**src/rtl/fmul_pkg.sv**
```systemverilog
`default_nettype none
// ---------------------------------------------------------------------------
// fmul_pkg -- shared exponent constants and per-lane flag record | rev 1.0
// ---------------------------------------------------------------------------
package fmul_pkg;

  function automatic int bias(input int expwidth);
    return (1 << (expwidth - 1)) - 1;
  endfunction

  function automatic int pad(input int precision);
    return precision + 2;
  endfunction

  function automatic int maxnormexp(input int expwidth);
    return (1 << expwidth) - 2;
  endfunction

  typedef struct packed {
    logic special_valid;
    logic nan;
    logic inf;
    logic inv;
    logic haszero;
    logic early_ov;
    logic prod_sign;
    logic may_be_sub;
  } lane_flags_t;

endpackage
`default_nettype wire

```
**src/rtl/fmul_s1_vec_if.sv**
```systemverilog
`default_nettype none
// ---------------------------------------------------------------------------
// fmul_s1_vec_if -- operand/result handshake bundle of the vector FMUL s1 | rev 1.0
// ---------------------------------------------------------------------------
interface fmul_s1_vec_if #(
  parameter int EXPWIDTH  = 8,
  parameter int PRECISION = 24,
  parameter int NUM_LANES = 4,
  parameter int TAG_WIDTH = 8
);
  localparam int OPW = NUM_LANES * (EXPWIDTH + PRECISION);
  localparam int VW  = NUM_LANES * (EXPWIDTH + 1);

  logic                 in_valid_i;
  logic                 in_ready_o;
  logic [OPW-1:0]       a_i;
  logic [OPW-1:0]       b_i;
  logic [2:0]           rm_i;
  logic                 ftz_i;
  logic [NUM_LANES-1:0] lane_mask_i;
  logic [TAG_WIDTH-1:0] tag_i;
  logic                 out_valid_o;
  logic                 out_ready_i;
  logic [NUM_LANES-1:0] out_special_valid_o, out_nan_o, out_inf_o, out_inv_o;
  logic [NUM_LANES-1:0] out_haszero_o, out_early_ov_o, out_prod_sign_o, out_may_be_sub_o;
  logic [VW-1:0]        out_shift_amt_o;
  logic [VW-1:0]        out_exp_shifted_o;
  logic [2:0]           out_rm_o;
  logic [NUM_LANES-1:0] out_lane_mask_o;
  logic [TAG_WIDTH-1:0] out_tag_o;
  logic                 flag_clr_i;
  logic                 flag_inv_o;
  logic                 flag_ftz_o;

  modport slave (
    input  in_valid_i, a_i, b_i, rm_i, ftz_i, lane_mask_i, tag_i, out_ready_i, flag_clr_i,
    output in_ready_o, out_valid_o, out_special_valid_o, out_nan_o, out_inf_o, out_inv_o,
           out_haszero_o, out_early_ov_o, out_prod_sign_o, out_may_be_sub_o,
           out_shift_amt_o, out_exp_shifted_o, out_rm_o, out_lane_mask_o, out_tag_o,
           flag_inv_o, flag_ftz_o
  );

  modport master (
    output in_valid_i, a_i, b_i, rm_i, ftz_i, lane_mask_i, tag_i, out_ready_i, flag_clr_i,
    input  in_ready_o, out_valid_o, out_special_valid_o, out_nan_o, out_inf_o, out_inv_o,
           out_haszero_o, out_early_ov_o, out_prod_sign_o, out_may_be_sub_o,
           out_shift_amt_o, out_exp_shifted_o, out_rm_o, out_lane_mask_o, out_tag_o,
           flag_inv_o, flag_ftz_o
  );
endinterface
`default_nettype wire

```
**src/rtl/fmul_s1_lane.sv**
```systemverilog
`default_nettype none
// ---------------------------------------------------------------------------
// fmul_s1_lane -- combinational stage-1 datapath for one multiplier lane | rev 1.0
// ---------------------------------------------------------------------------
module fmul_s1_lane
  import fmul_pkg::*;
#(
  parameter int EXPWIDTH  = 8,
  parameter int PRECISION = 24
) (
  input  logic [EXPWIDTH+PRECISION-1:0] a_i,
  input  logic [EXPWIDTH+PRECISION-1:0] b_i,
  input  logic                          ftz_i,
  output lane_flags_t                   flags_o,
  output logic                          flushed_o,
  output logic [EXPWIDTH:0]             shift_amt_o,
  output logic [EXPWIDTH:0]             exp_shifted_o
);
  localparam int W          = EXPWIDTH + PRECISION;
  localparam int FW         = PRECISION - 1;
  localparam int LZW        = 2 * PRECISION + 2;
  localparam int CW         = $clog2(LZW + 1);
  localparam int BIAS       = bias(EXPWIDTH);
  localparam int PAD        = pad(PRECISION);
  localparam int MAXNORMEXP = maxnormexp(EXPWIDTH);
  localparam logic [EXPWIDTH:0]   PROD_OFF = (EXPWIDTH + 1)'(BIAS - PAD - 1);
  localparam logic [EXPWIDTH+1:0] LIM_OFF  = (EXPWIDTH + 2)'(BIAS - PAD);
  localparam logic [EXPWIDTH:0]   OV_LIM   = (EXPWIDTH + 1)'(MAXNORMEXP + BIAS);

  logic [W-1:0]         op      [2];
  logic [EXPWIDTH-1:0]  raw_exp [2];
  logic [PRECISION-1:0] raw_sig [2];
  logic [1:0] sign, exp_zero, is_zero, is_inf, is_nan, is_snan, flushed;

  assign op[0] = a_i;
  assign op[1] = b_i;

  always_comb begin
    for (int i = 0; i < 2; i++) begin
      sign[i]     = op[i][W-1];
      exp_zero[i] = (op[i][W-2 -: EXPWIDTH] == '0);
      flushed[i]  = ftz_i & exp_zero[i] & (op[i][FW-1:0] != '0);
      is_zero[i]  = exp_zero[i] & ((op[i][FW-1:0] == '0) | ftz_i);
      is_inf[i]   = (&op[i][W-2 -: EXPWIDTH]) & (op[i][FW-1:0] == '0);
      is_nan[i]   = (&op[i][W-2 -: EXPWIDTH]) & (op[i][FW-1:0] != '0);
      is_snan[i]  = is_nan[i] & ~op[i][FW-1];
      raw_exp[i]  = op[i][W-2 -: EXPWIDTH] | EXPWIDTH'(exp_zero[i]);
      raw_sig[i]  = flushed[i] ? '0 : {~exp_zero[i], op[i][FW-1:0]};
    end
  end

  logic [EXPWIDTH:0]   exp_sum, prod_exp, shift_lim, lzc_ext, shift_amt;
  logic [EXPWIDTH+1:0] shift_lim_sub;
  logic [LZW-1:0]      lzc_in;
  logic [CW-1:0]       lzc_cnt;
  logic                uf, exceed, has_zero, has_inf, has_nan, zero_inf;

  assign exp_sum       = {1'b0, raw_exp[0]} + {1'b0, raw_exp[1]};
  assign prod_exp      = exp_sum - PROD_OFF;
  assign shift_lim_sub = {1'b0, exp_sum} - LIM_OFF;
  assign uf            = shift_lim_sub[EXPWIDTH+1];
  assign shift_lim     = shift_lim_sub[EXPWIDTH:0];

  // Only a subnormal operand can carry leading zeros; a's takes priority.
  assign lzc_in = {{(PRECISION + 2){1'b0}}, (exp_zero[0] ? raw_sig[0] : raw_sig[1])};

  lzc #(.WIDTH(LZW), .MODE(1)) u_lzc (.in_i(lzc_in), .cnt_o(lzc_cnt));

  assign lzc_ext       = (EXPWIDTH + 1)'(lzc_cnt);
  assign exceed        = (shift_lim <= lzc_ext);
  assign shift_amt     = uf ? '0 : (exceed ? shift_lim : lzc_ext);
  assign shift_amt_o   = shift_amt;
  assign exp_shifted_o = prod_exp - shift_amt;
  assign flushed_o     = |flushed;

  assign has_zero = |is_zero;
  assign has_inf  = |is_inf;
  assign has_nan  = |is_nan;
  assign zero_inf = has_zero & has_inf;

  always_comb begin
    flags_o               = '0;
    flags_o.special_valid = has_zero | has_nan | has_inf;
    flags_o.nan           = has_nan | zero_inf;
    flags_o.inf           = has_inf;
    flags_o.inv           = (|is_snan) | zero_inf;
    flags_o.haszero       = has_zero;
    flags_o.early_ov      = (exp_sum > OV_LIM);
    flags_o.prod_sign     = sign[0] ^ sign[1];
    flags_o.may_be_sub    = exceed | uf;
  end
endmodule
`default_nettype wire

```
**src/rtl/lzc.sv**
```systemverilog
`default_nettype none
// ---------------------------------------------------------------------------
// lzc -- leading (MODE=1) or trailing (MODE=0) zero count; all-zero gives WIDTH | rev 1.0
// ---------------------------------------------------------------------------
module lzc #(
  parameter int WIDTH     = 8,
  parameter int MODE      = 1,
  parameter int CNT_WIDTH = $clog2(WIDTH + 1)
) (
  input  logic [WIDTH-1:0]     in_i,
  output logic [CNT_WIDTH-1:0] cnt_o
);
  // Last hit in scan order wins: highest set bit for MODE=1, lowest for MODE=0.
  always_comb begin
    cnt_o = CNT_WIDTH'(WIDTH);
    for (int i = 0; i < WIDTH; i++) begin
      if (MODE != 0) begin
        if (in_i[i]) cnt_o = CNT_WIDTH'(WIDTH - 1 - i);
      end else begin
        if (in_i[WIDTH-1-i]) cnt_o = CNT_WIDTH'(WIDTH - 1 - i);
      end
    end
  end
endmodule
`default_nettype wire

```
**src/rtl/fmul_s1_vec.sv**
```systemverilog
`default_nettype none
// ---------------------------------------------------------------------------
// fmul_s1_vec -- multi-lane FMUL stage 1: handshake, masked output register, sticky flags | rev 1.0
// ---------------------------------------------------------------------------
module fmul_s1_vec
  import fmul_pkg::*;
#(
  parameter int EXPWIDTH  = 8,
  parameter int PRECISION = 24,
  parameter int NUM_LANES = 4,
  parameter int TAG_WIDTH = 8
) (
  input logic            clk,
  input logic            rst_n,
  fmul_s1_vec_if.slave   bus
);
  localparam int OW = EXPWIDTH + PRECISION;
  localparam int VW = EXPWIDTH + 1;

  lane_flags_t          lane_flags   [NUM_LANES];
  logic [VW-1:0]        lane_shift   [NUM_LANES];
  logic [VW-1:0]        lane_exp     [NUM_LANES];
  logic [NUM_LANES-1:0] lane_flushed;

  for (genvar l = 0; l < NUM_LANES; l++) begin : g_lane
    fmul_s1_lane #(.EXPWIDTH(EXPWIDTH), .PRECISION(PRECISION)) u_lane (
      .a_i          (bus.a_i[l*OW +: OW]),
      .b_i          (bus.b_i[l*OW +: OW]),
      .ftz_i        (bus.ftz_i),
      .flags_o      (lane_flags[l]),
      .flushed_o    (lane_flushed[l]),
      .shift_amt_o  (lane_shift[l]),
      .exp_shifted_o(lane_exp[l])
    );
  end

  lane_flags_t                  flags_q [NUM_LANES], flags_d [NUM_LANES];
  logic [NUM_LANES*VW-1:0]      shift_q, shift_d, exps_q, exps_d;
  logic [2:0]                   rm_q, rm_d;
  logic [NUM_LANES-1:0]         mask_q, mask_d;
  logic [TAG_WIDTH-1:0]         tag_q, tag_d;
  logic                         valid_q, valid_d, flag_inv_q, flag_inv_d, flag_ftz_q, flag_ftz_d;
  logic                         in_ready, accept, inv_new, ftz_new;

  assign in_ready = ~valid_q | bus.out_ready_i;
  assign accept   = bus.in_valid_i & in_ready;

  always_comb begin
    valid_d = accept | (valid_q & ~bus.out_ready_i);
    flags_d = flags_q;
    shift_d = shift_q;
    exps_d  = exps_q;
    rm_d    = rm_q;
    mask_d  = mask_q;
    tag_d   = tag_q;
    inv_new = 1'b0;
    ftz_new = 1'b0;
    for (int l = 0; l < NUM_LANES; l++) begin
      inv_new = inv_new | (bus.lane_mask_i[l] & lane_flags[l].inv);
      ftz_new = ftz_new | (bus.lane_mask_i[l] & lane_flushed[l]);
    end
    if (accept) begin
      rm_d   = bus.rm_i;
      mask_d = bus.lane_mask_i;
      tag_d  = bus.tag_i;
      for (int l = 0; l < NUM_LANES; l++) begin
        flags_d[l]           = bus.lane_mask_i[l] ? lane_flags[l] : '0;
        shift_d[l*VW +: VW]  = bus.lane_mask_i[l] ? lane_shift[l] : '0;
        exps_d[l*VW +: VW]   = bus.lane_mask_i[l] ? lane_exp[l]   : '0;
      end
    end
    // A clear drops stale state but keeps what this same transfer contributes.
    flag_inv_d = (flag_inv_q & ~bus.flag_clr_i) | (accept & inv_new);
    flag_ftz_d = (flag_ftz_q & ~bus.flag_clr_i) | (accept & ftz_new);
  end

  always_ff @(posedge clk) begin
    if (!rst_n) begin
      valid_q    <= 1'b0;
      shift_q    <= '0;
      exps_q     <= '0;
      rm_q       <= '0;
      mask_q     <= '0;
      tag_q      <= '0;
      flag_inv_q <= 1'b0;
      flag_ftz_q <= 1'b0;
      for (int l = 0; l < NUM_LANES; l++) flags_q[l] <= '0;
    end else begin
      valid_q    <= valid_d;
      flags_q    <= flags_d;
      shift_q    <= shift_d;
      exps_q     <= exps_d;
      rm_q       <= rm_d;
      mask_q     <= mask_d;
      tag_q      <= tag_d;
      flag_inv_q <= flag_inv_d;
      flag_ftz_q <= flag_ftz_d;
    end
  end

  logic [NUM_LANES-1:0] sv_vec, nan_vec, inf_vec, inv_vec, hz_vec, ov_vec, ps_vec, mbs_vec;

  always_comb begin
    for (int l = 0; l < NUM_LANES; l++) begin
      sv_vec[l]  = flags_q[l].special_valid;
      nan_vec[l] = flags_q[l].nan;
      inf_vec[l] = flags_q[l].inf;
      inv_vec[l] = flags_q[l].inv;
      hz_vec[l]  = flags_q[l].haszero;
      ov_vec[l]  = flags_q[l].early_ov;
      ps_vec[l]  = flags_q[l].prod_sign;
      mbs_vec[l] = flags_q[l].may_be_sub;
    end
  end

  assign bus.in_ready_o          = in_ready;
  assign bus.out_valid_o         = valid_q;
  assign bus.out_special_valid_o = sv_vec;
  assign bus.out_nan_o           = nan_vec;
  assign bus.out_inf_o           = inf_vec;
  assign bus.out_inv_o           = inv_vec;
  assign bus.out_haszero_o       = hz_vec;
  assign bus.out_early_ov_o      = ov_vec;
  assign bus.out_prod_sign_o     = ps_vec;
  assign bus.out_may_be_sub_o    = mbs_vec;
  assign bus.out_shift_amt_o     = shift_q;
  assign bus.out_exp_shifted_o   = exps_q;
  assign bus.out_rm_o            = rm_q;
  assign bus.out_lane_mask_o     = mask_q;
  assign bus.out_tag_o           = tag_q;
  assign bus.flag_inv_o          = flag_inv_q;
  assign bus.flag_ftz_o          = flag_ftz_q;
endmodule
`default_nettype wire

```
**src/flat_wrapper.sv**
```systemverilog
// flat-port wrapper written by rule: the top's interface ports become plain ports
module fmul_s1_vec_flat import fmul_pkg::*;
#(
  parameter int EXPWIDTH  = 8,
  parameter int PRECISION = 24,
  parameter int NUM_LANES = 4,
  parameter int TAG_WIDTH = 8
)
  (clk, rst_n, bus_in_valid_i, bus_a_i, bus_b_i, bus_rm_i, bus_ftz_i, bus_lane_mask_i, bus_tag_i, bus_out_ready_i, bus_flag_clr_i, bus_in_ready_o, bus_out_valid_o, bus_out_special_valid_o, bus_out_nan_o, bus_out_inf_o, bus_out_inv_o, bus_out_haszero_o, bus_out_early_ov_o, bus_out_prod_sign_o, bus_out_may_be_sub_o, bus_out_shift_amt_o, bus_out_exp_shifted_o, bus_out_rm_o, bus_out_lane_mask_o, bus_out_tag_o, bus_flag_inv_o, bus_flag_ftz_o);
  fmul_s1_vec_if #(.EXPWIDTH(EXPWIDTH), .PRECISION(PRECISION), .NUM_LANES(NUM_LANES), .TAG_WIDTH(TAG_WIDTH)) bus_i ();
  input logic clk;
  input logic rst_n;
  input wire logic [$bits(bus_i.in_valid_i)-1:0] bus_in_valid_i;
  input wire logic [$bits(bus_i.a_i)-1:0] bus_a_i;
  input wire logic [$bits(bus_i.b_i)-1:0] bus_b_i;
  input wire logic [$bits(bus_i.rm_i)-1:0] bus_rm_i;
  input wire logic [$bits(bus_i.ftz_i)-1:0] bus_ftz_i;
  input wire logic [$bits(bus_i.lane_mask_i)-1:0] bus_lane_mask_i;
  input wire logic [$bits(bus_i.tag_i)-1:0] bus_tag_i;
  input wire logic [$bits(bus_i.out_ready_i)-1:0] bus_out_ready_i;
  input wire logic [$bits(bus_i.flag_clr_i)-1:0] bus_flag_clr_i;
  output wire logic [$bits(bus_i.in_ready_o)-1:0] bus_in_ready_o;
  output wire logic [$bits(bus_i.out_valid_o)-1:0] bus_out_valid_o;
  output wire logic [$bits(bus_i.out_special_valid_o)-1:0] bus_out_special_valid_o;
  output wire logic [$bits(bus_i.out_nan_o)-1:0] bus_out_nan_o;
  output wire logic [$bits(bus_i.out_inf_o)-1:0] bus_out_inf_o;
  output wire logic [$bits(bus_i.out_inv_o)-1:0] bus_out_inv_o;
  output wire logic [$bits(bus_i.out_haszero_o)-1:0] bus_out_haszero_o;
  output wire logic [$bits(bus_i.out_early_ov_o)-1:0] bus_out_early_ov_o;
  output wire logic [$bits(bus_i.out_prod_sign_o)-1:0] bus_out_prod_sign_o;
  output wire logic [$bits(bus_i.out_may_be_sub_o)-1:0] bus_out_may_be_sub_o;
  output wire logic [$bits(bus_i.out_shift_amt_o)-1:0] bus_out_shift_amt_o;
  output wire logic [$bits(bus_i.out_exp_shifted_o)-1:0] bus_out_exp_shifted_o;
  output wire logic [$bits(bus_i.out_rm_o)-1:0] bus_out_rm_o;
  output wire logic [$bits(bus_i.out_lane_mask_o)-1:0] bus_out_lane_mask_o;
  output wire logic [$bits(bus_i.out_tag_o)-1:0] bus_out_tag_o;
  output wire logic [$bits(bus_i.flag_inv_o)-1:0] bus_flag_inv_o;
  output wire logic [$bits(bus_i.flag_ftz_o)-1:0] bus_flag_ftz_o;
  assign bus_i.in_valid_i = bus_in_valid_i;
  assign bus_i.a_i = bus_a_i;
  assign bus_i.b_i = bus_b_i;
  assign bus_i.rm_i = bus_rm_i;
  assign bus_i.ftz_i = bus_ftz_i;
  assign bus_i.lane_mask_i = bus_lane_mask_i;
  assign bus_i.tag_i = bus_tag_i;
  assign bus_i.out_ready_i = bus_out_ready_i;
  assign bus_i.flag_clr_i = bus_flag_clr_i;
  assign bus_in_ready_o = bus_i.in_ready_o;
  assign bus_out_valid_o = bus_i.out_valid_o;
  assign bus_out_special_valid_o = bus_i.out_special_valid_o;
  assign bus_out_nan_o = bus_i.out_nan_o;
  assign bus_out_inf_o = bus_i.out_inf_o;
  assign bus_out_inv_o = bus_i.out_inv_o;
  assign bus_out_haszero_o = bus_i.out_haszero_o;
  assign bus_out_early_ov_o = bus_i.out_early_ov_o;
  assign bus_out_prod_sign_o = bus_i.out_prod_sign_o;
  assign bus_out_may_be_sub_o = bus_i.out_may_be_sub_o;
  assign bus_out_shift_amt_o = bus_i.out_shift_amt_o;
  assign bus_out_exp_shifted_o = bus_i.out_exp_shifted_o;
  assign bus_out_rm_o = bus_i.out_rm_o;
  assign bus_out_lane_mask_o = bus_i.out_lane_mask_o;
  assign bus_out_tag_o = bus_i.out_tag_o;
  assign bus_flag_inv_o = bus_i.flag_inv_o;
  assign bus_flag_ftz_o = bus_i.flag_ftz_o;
  fmul_s1_vec #(.EXPWIDTH(EXPWIDTH), .PRECISION(PRECISION), .NUM_LANES(NUM_LANES), .TAG_WIDTH(TAG_WIDTH)) u_core (.clk(clk), .rst_n(rst_n), .bus(bus_i));
endmodule
```
**config.mk**
```make
export PLATFORM = sky130hd
export DESIGN_NAME = fmul_s1_vec_flat
export DESIGN_NICKNAME = d
export VERILOG_FILES = /design/src/rtl/fmul_pkg.sv /design/src/rtl/fmul_s1_vec_if.sv /design/src/rtl/fmul_s1_lane.sv /design/src/rtl/lzc.sv /design/src/rtl/fmul_s1_vec.sv /design/src/flat_wrapper.sv
export SDC_FILE = /design/constraint.sdc
export NUM_CORES = 1
export LEC_CHECK = 0
export BUFFER_PORTS_ARGS = -buffer_cell sky130_fd_sc_hd__buf_4
export CELL_PAD_IN_SITES_DETAIL_PLACEMENT = 0
export CELL_PAD_IN_SITES_GLOBAL_PLACEMENT = 2
export CORE_ASPECT_RATIO = 0.8
export CORE_MARGIN = 2
export CORE_UTILIZATION = 27
export CTS_CLUSTER_DIAMETER = 100
export DETAILED_ROUTE_END_ITERATION = 6
export PLACE_DENSITY = 0.78
export REMOVE_ABC_BUFFERS = 1
export SLEW_MARGIN = 5
export SYNTH_ARGS = -nofsm -noshare
export SYNTH_HDL_FRONTEND = slang
export SYNTH_HIERARCHICAL = 1
export SYNTH_SLANG_ARGS = --single-unit
```
**constraint.sdc**
```tcl
create_clock -name clk -period 6.3 [get_ports clk]
set_input_delay 0.63 -clock clk [delete_from_list [all_inputs] [get_ports clk]]
set_output_delay 0.63 -clock clk [all_outputs]
set_load 0.03 [all_outputs]
```
==> flow_metrics.env <==
export IMPL_drtAntennaViolNets=0
export IMPL_die_y_um=212
export IMPL_worstPathMaxFanout=7
export IMPL_postSynthAreaPerCell_um2=7.47
export IMPL_total_die_area_um2=56000
export IMPL_max_clock_freq_mhz=156
export IMPL_htreeDepth=4
export IMPL_timing_hold_violations_final=0
export IMPL_initial_cell_density_of_the_core_pct=27.2
export IMPL_cts_buf_count=17
export IMPL_dp_worst_setup_slack_ns=-1.00
export IMPL_drive_above_1_share_pct=37.4
export IMPL_holdPathStages=3
export IMPL_power_frac_clock_pct=21.2
export IMPL_finalNonFillerCells=3849
export IMPL_post_synthesis_register_bit_count=122
export IMPL_yosys_top_cell_by_area="sky130_fd_sc_hd__dfxtp_1"
export IMPL_cpPeakStageDelay_ns=0.45
export IMPL_combinational_family_with_the_most_area_after_synthesis="compound AO/OA/AOI/OAI gates"
export IMPL_wl_per_cell_um=16.1
export IMPL_post_route_drc_count=0
export IMPL_failed_checks="setup timing"
export IMPL_vias=18505
export IMPL_max_vdd_ir_drop_mv=0.156
export IMPL_period_needed_ns=6.39
export IMPL_post_place_cells=3779
export IMPL_worst_endpoint_arrival_ns=6.76
export IMPL_tritoncts_clock_tree="done"
export IMPL_worst_slew_pin_transition_ns=1.11
export IMPL_fillCellCount=5402
export IMPL_cts_root_buffer_cell="sky130_fd_sc_hd__clkbuf_16"
export IMPL_synth_mux_area_share_pct=1.04
export IMPL_share_comb_of_total_power_pct=60.3
export IMPL_final_count_of_negative_setup_slack_endpoints=6
export IMPL_fin_area_um2=24900
export IMPL_hold_path_class="input port to register"
export IMPL_finalClockSkew_ns=0.0122
export IMPL_yosys_area_share_simple_pct=25.3
export IMPL_worst_slack_ns=-0.0931
export IMPL_place_congestion=0.955
export IMPL_drt_initial_drc_count=996
export IMPL_worst_path_max_delay_cell="sky130_fd_sc_hd__o41a_1"
export IMPL_post_route_period_util_pct=101
export IMPL_synthesis_instances=1954
export IMPL_gr_total_overflow=0
export IMPL_grt_max_degree=94
export IMPL_layout_area_overhead_vs_synth_pct=70.3
export IMPL_pleak_nw=11.5
export IMPL_ys_dominant_reg_cell="sky130_fd_sc_hd__dfxtp_1"
export IMPL_synth_yosys_warnings=6
export IMPL_core_um2=53600
export IMPL_grtUsageTotal_pct=21.1
export IMPL_dp_final_hpwl_mm=49.3
export IMPL_synth_compound_area_share_pct=32.2
export IMPL_synth_fa_ha_area_share_pct=11.7
export IMPL_switchingPower_mw=1.83
export IMPL_wire_length_of_the_first_global_routing_pass_mm=96.0
export IMPL_power_density_nw_per_um2=187
export IMPL_timing_max_slew_rel_slack_pct=26.2
export IMPL_grt_pass1_vias=17948
export IMPL_yosysSeqAreaShare_pct=16.7
export IMPL_nets=3543
export IMPL_critPathRequiredTime_ns=6.67
export IMPL_drtPass1Iterations=5
export IMPL_clk_pin_slew_ns=0.06
export IMPL_buffers_from_clock_root_to_sink_at_most=2
export IMPL_outcome="finished, violations left"
export IMPL_antenna_diode_count=0
export IMPL_p_seq_share_pct=18.5
export IMPL_post_route_util_pct=46.4
export IMPL_cts_hold_buffers=0
export IMPL_routed_via_density=4.81
export IMPL_post_synth_top_area_share_pct=16.7
export IMPL_power_switching_fraction_pct=39.3
export IMPL_clock_sinks=122
export IMPL_yosys_top_cells_area="sky130_fd_sc_hd__dfxtp_1 (17%), sky130_fd_sc_hd__ha_1 (11%), sky130_fd_sc_hd__a22o_1 (6.7%), sky130_fd_sc_hd__a21oi_1 (6.6%), sky130_fd_sc_hd__nand4_1 (6.0%)"
export IMPL_ioPinCount=400
export IMPL_cp_end_kind="register"
export IMPL_p_int_mw=2.82
export IMPL_setup_repair_after_global_routing_missed_its_margin="yes"
export IMPL_fp_row_count=76
export IMPL_area_of_the_mapped_netlist_um2=14600
export IMPL_synth_lib_cells_used_distinct=91
export IMPL_timing_final_max_slew_violations=0
export IMPL_wl_mm=61.8
export IMPL_initial_antenna_violation_count=0
export IMPL_critPathLaunchType="input port"
export IMPL_design_power_total_mw=4.65
export IMPL_maxCapViolCount=0
export IMPL_fin_hold_ws_ns=0.442
export IMPL_synth_xor_area_share_pct=4.63
export IMPL_postSynth_asyncResetShare_pct=0
export IMPL_layout_common_cells="sky130_fd_sc_hd__buf_4 (892), sky130_fd_sc_hd__conb_1 (372), sky130_fd_sc_hd__a21oi_1 (177)"
export IMPL_mostFrequentLayoutCell="sky130_fd_sc_hd__buf_4"
export IMPL_port_buffer_count=399
export IMPL_place_area_um2=22800
export IMPL_clock_latency_ns=0.45
export IMPL_ff2ff_path_depth=6
export IMPL_synth_edf_count=0
export IMPL_worstSetupPathType="input port to register"
export IMPL_die_w_um=264
export IMPL_final_total_negative_setup_slack_ns=-0.231
[logic make-up (layout without fill, tap and decap cells)]
group	Yosys count	after routing
AO/OA/AOI/OAI	685	685
AND/OR/NAND/NOR	672	672
buffers and inverters	251	1080
adder cells (fa/ha/maj)	132	132
flip-flops	122	122
XOR/XNOR	72	72
multiplexers	12	12
other	8	372
[repair_timing]
| action | 4_1_cts | 5_1_grt |
|---|---|---|
| gates resized for setup | 50 | 176 |
| buffers inserted | 12 | 30 |
| endpoints found under the setup margin | 17 | 23 |
| pin swaps | 26 | 134 |
[path summary, 6_finish.rpt]
kind	startpoint	slack [ns]	to
worst max register to register	u_core/bus.out_valid_o$_SDFF_PN0_	3.82	u_core/bus.out_shift_amt_o[3]$_SDFFE_PN0P_
worst max-delay path	bus_b_i[114]	-0.09	u_core/bus.out_exp_shifted_o[33]$_SDFFE_PN0P_
worst min-delay path	bus_tag_i[6]	0.44	u_core/bus.out_tag_o[6]$_SDFFE_PN0P_
worst min register to register	u_core/bus.out_shift_amt_o[33]$_SDFFE_PN0P_	0.47	u_core/bus.out_shift_amt_o[33]$_SDFFE_PN0P_
[flip-flops by register name, summed over array words and instances, names as in the netlist]
signal,flops
u_core/bus.flag_ftz_o,1
u_core/bus.flag_inv_o,1
u_core/bus.out_special_valid_o,4
u_core/bus.out_rm_o,3
u_core/bus.out_prod_sign_o,4
u_core/bus.out_early_ov_o,4
u_core/bus.out_valid_o,1
u_core/bus.out_tag_o,8
u_core/bus.out_inv_o,4
u_core/bus.out_lane_mask_o,4
u_core/bus.out_may_be_sub_o,4
u_core/bus.out_shift_amt_o,36
u_core/bus.out_nan_o,4
u_core/bus.out_haszero_o,4
u_core/bus.out_exp_shifted_o,36
u_core/bus.out_inf_o,4
[routing by layer]
metal	up-vias	share of wire, %	GRT usage, %
li1	9447	-	-
met1	8582	48	28.9
met2	419	46	35.0
met3	57	4.4	3.24
met4	0	1.7	4.98
met5	-	0	0
[layout make-up]
type	count	area, um^2	share of cell area [%]
Multi-Input combinational cell	1945	13500	54.2
Timing Repair Buffer	914	6990	28.1
Sequential cell	122	2440	9.82
Tap cell	702	878	3.53
Inverter	134	513	2.06
Clock buffer	19	443	1.78
Clock inverter	13	128	0.513
[critical path, delay by kind of cell]
kind / cells / cell delay, ns
buffers and inverters: 6 / 0.65
multiplexers: 1 / 0.31
XOR/XNOR: 1 / 0.10
adder cells (fa/ha/maj): 3 / 0.67
AND/OR/NAND/NOR: 8 / 1.40
AO/OA/AOI/OAI: 15 / 2.96
[synthesized netlist by cell type, types with 6 or more instances]
cell                        instances
sky130_fd_sc_hd__a32o_1             8
sky130_fd_sc_hd__clkbuf_1          22
sky130_fd_sc_hd__buf_4             25
sky130_fd_sc_hd__clkbuf_2           8
sky130_fd_sc_hd__nor3_1            73
sky130_fd_sc_hd__nor2b_1           25
sky130_fd_sc_hd__conb_1             8
sky130_fd_sc_hd__o2111ai_1          8
sky130_fd_sc_hd__or3_1             15
sky130_fd_sc_hd__nand4_1          141
sky130_fd_sc_hd__or4_4              6
sky130_fd_sc_hd__nor2_1           148
sky130_fd_sc_hd__nor4_1            88
sky130_fd_sc_hd__mux2_4             6
sky130_fd_sc_hd__xnor2_1           47
sky130_fd_sc_hd__a22o_1           111
sky130_fd_sc_hd__buf_2             52
sky130_fd_sc_hd__nand2_1           79
sky130_fd_sc_hd__a21oi_1          194
sky130_fd_sc_hd__o31ai_1            9
sky130_fd_sc_hd__buf_6             10
sky130_fd_sc_hd__a31oi_1           19
sky130_fd_sc_hd__fa_1               8
sky130_fd_sc_hd__o21ai_0           86
sky130_fd_sc_hd__o21bai_1          19
sky130_fd_sc_hd__o211ai_1          17
sky130_fd_sc_hd__inv_1            128
sky130_fd_sc_hd__ha_1             124
sky130_fd_sc_hd__a21o_1            29
sky130_fd_sc_hd__nand3_1           21
sky130_fd_sc_hd__xor2_1            19
sky130_fd_sc_hd__a211oi_1          11
sky130_fd_sc_hd__inv_2              6
sky130_fd_sc_hd__o21ai_1           76
sky130_fd_sc_hd__dfxtp_1          122
sky130_fd_sc_hd__o21a_1             8
sky130_fd_sc_hd__nand2b_1          25
sky130_fd_sc_hd__and3_1            13
sky130_fd_sc_hd__o22ai_1            6
[power by group through the flow]
stage	clock [mW]	combinational [mW]	sequential [mW]
2_1_floorplan	0	1.29	0.974
3_3_place_gp	0	2.42	0.875
3_5_place_dp	0	2.46	0.876
4_1_cts	1.01	2.52	0.860
5_1_grt	1.04	3.07	0.866
6_report	0.989	2.80	0.860
(Power assumes the default switching activity.)
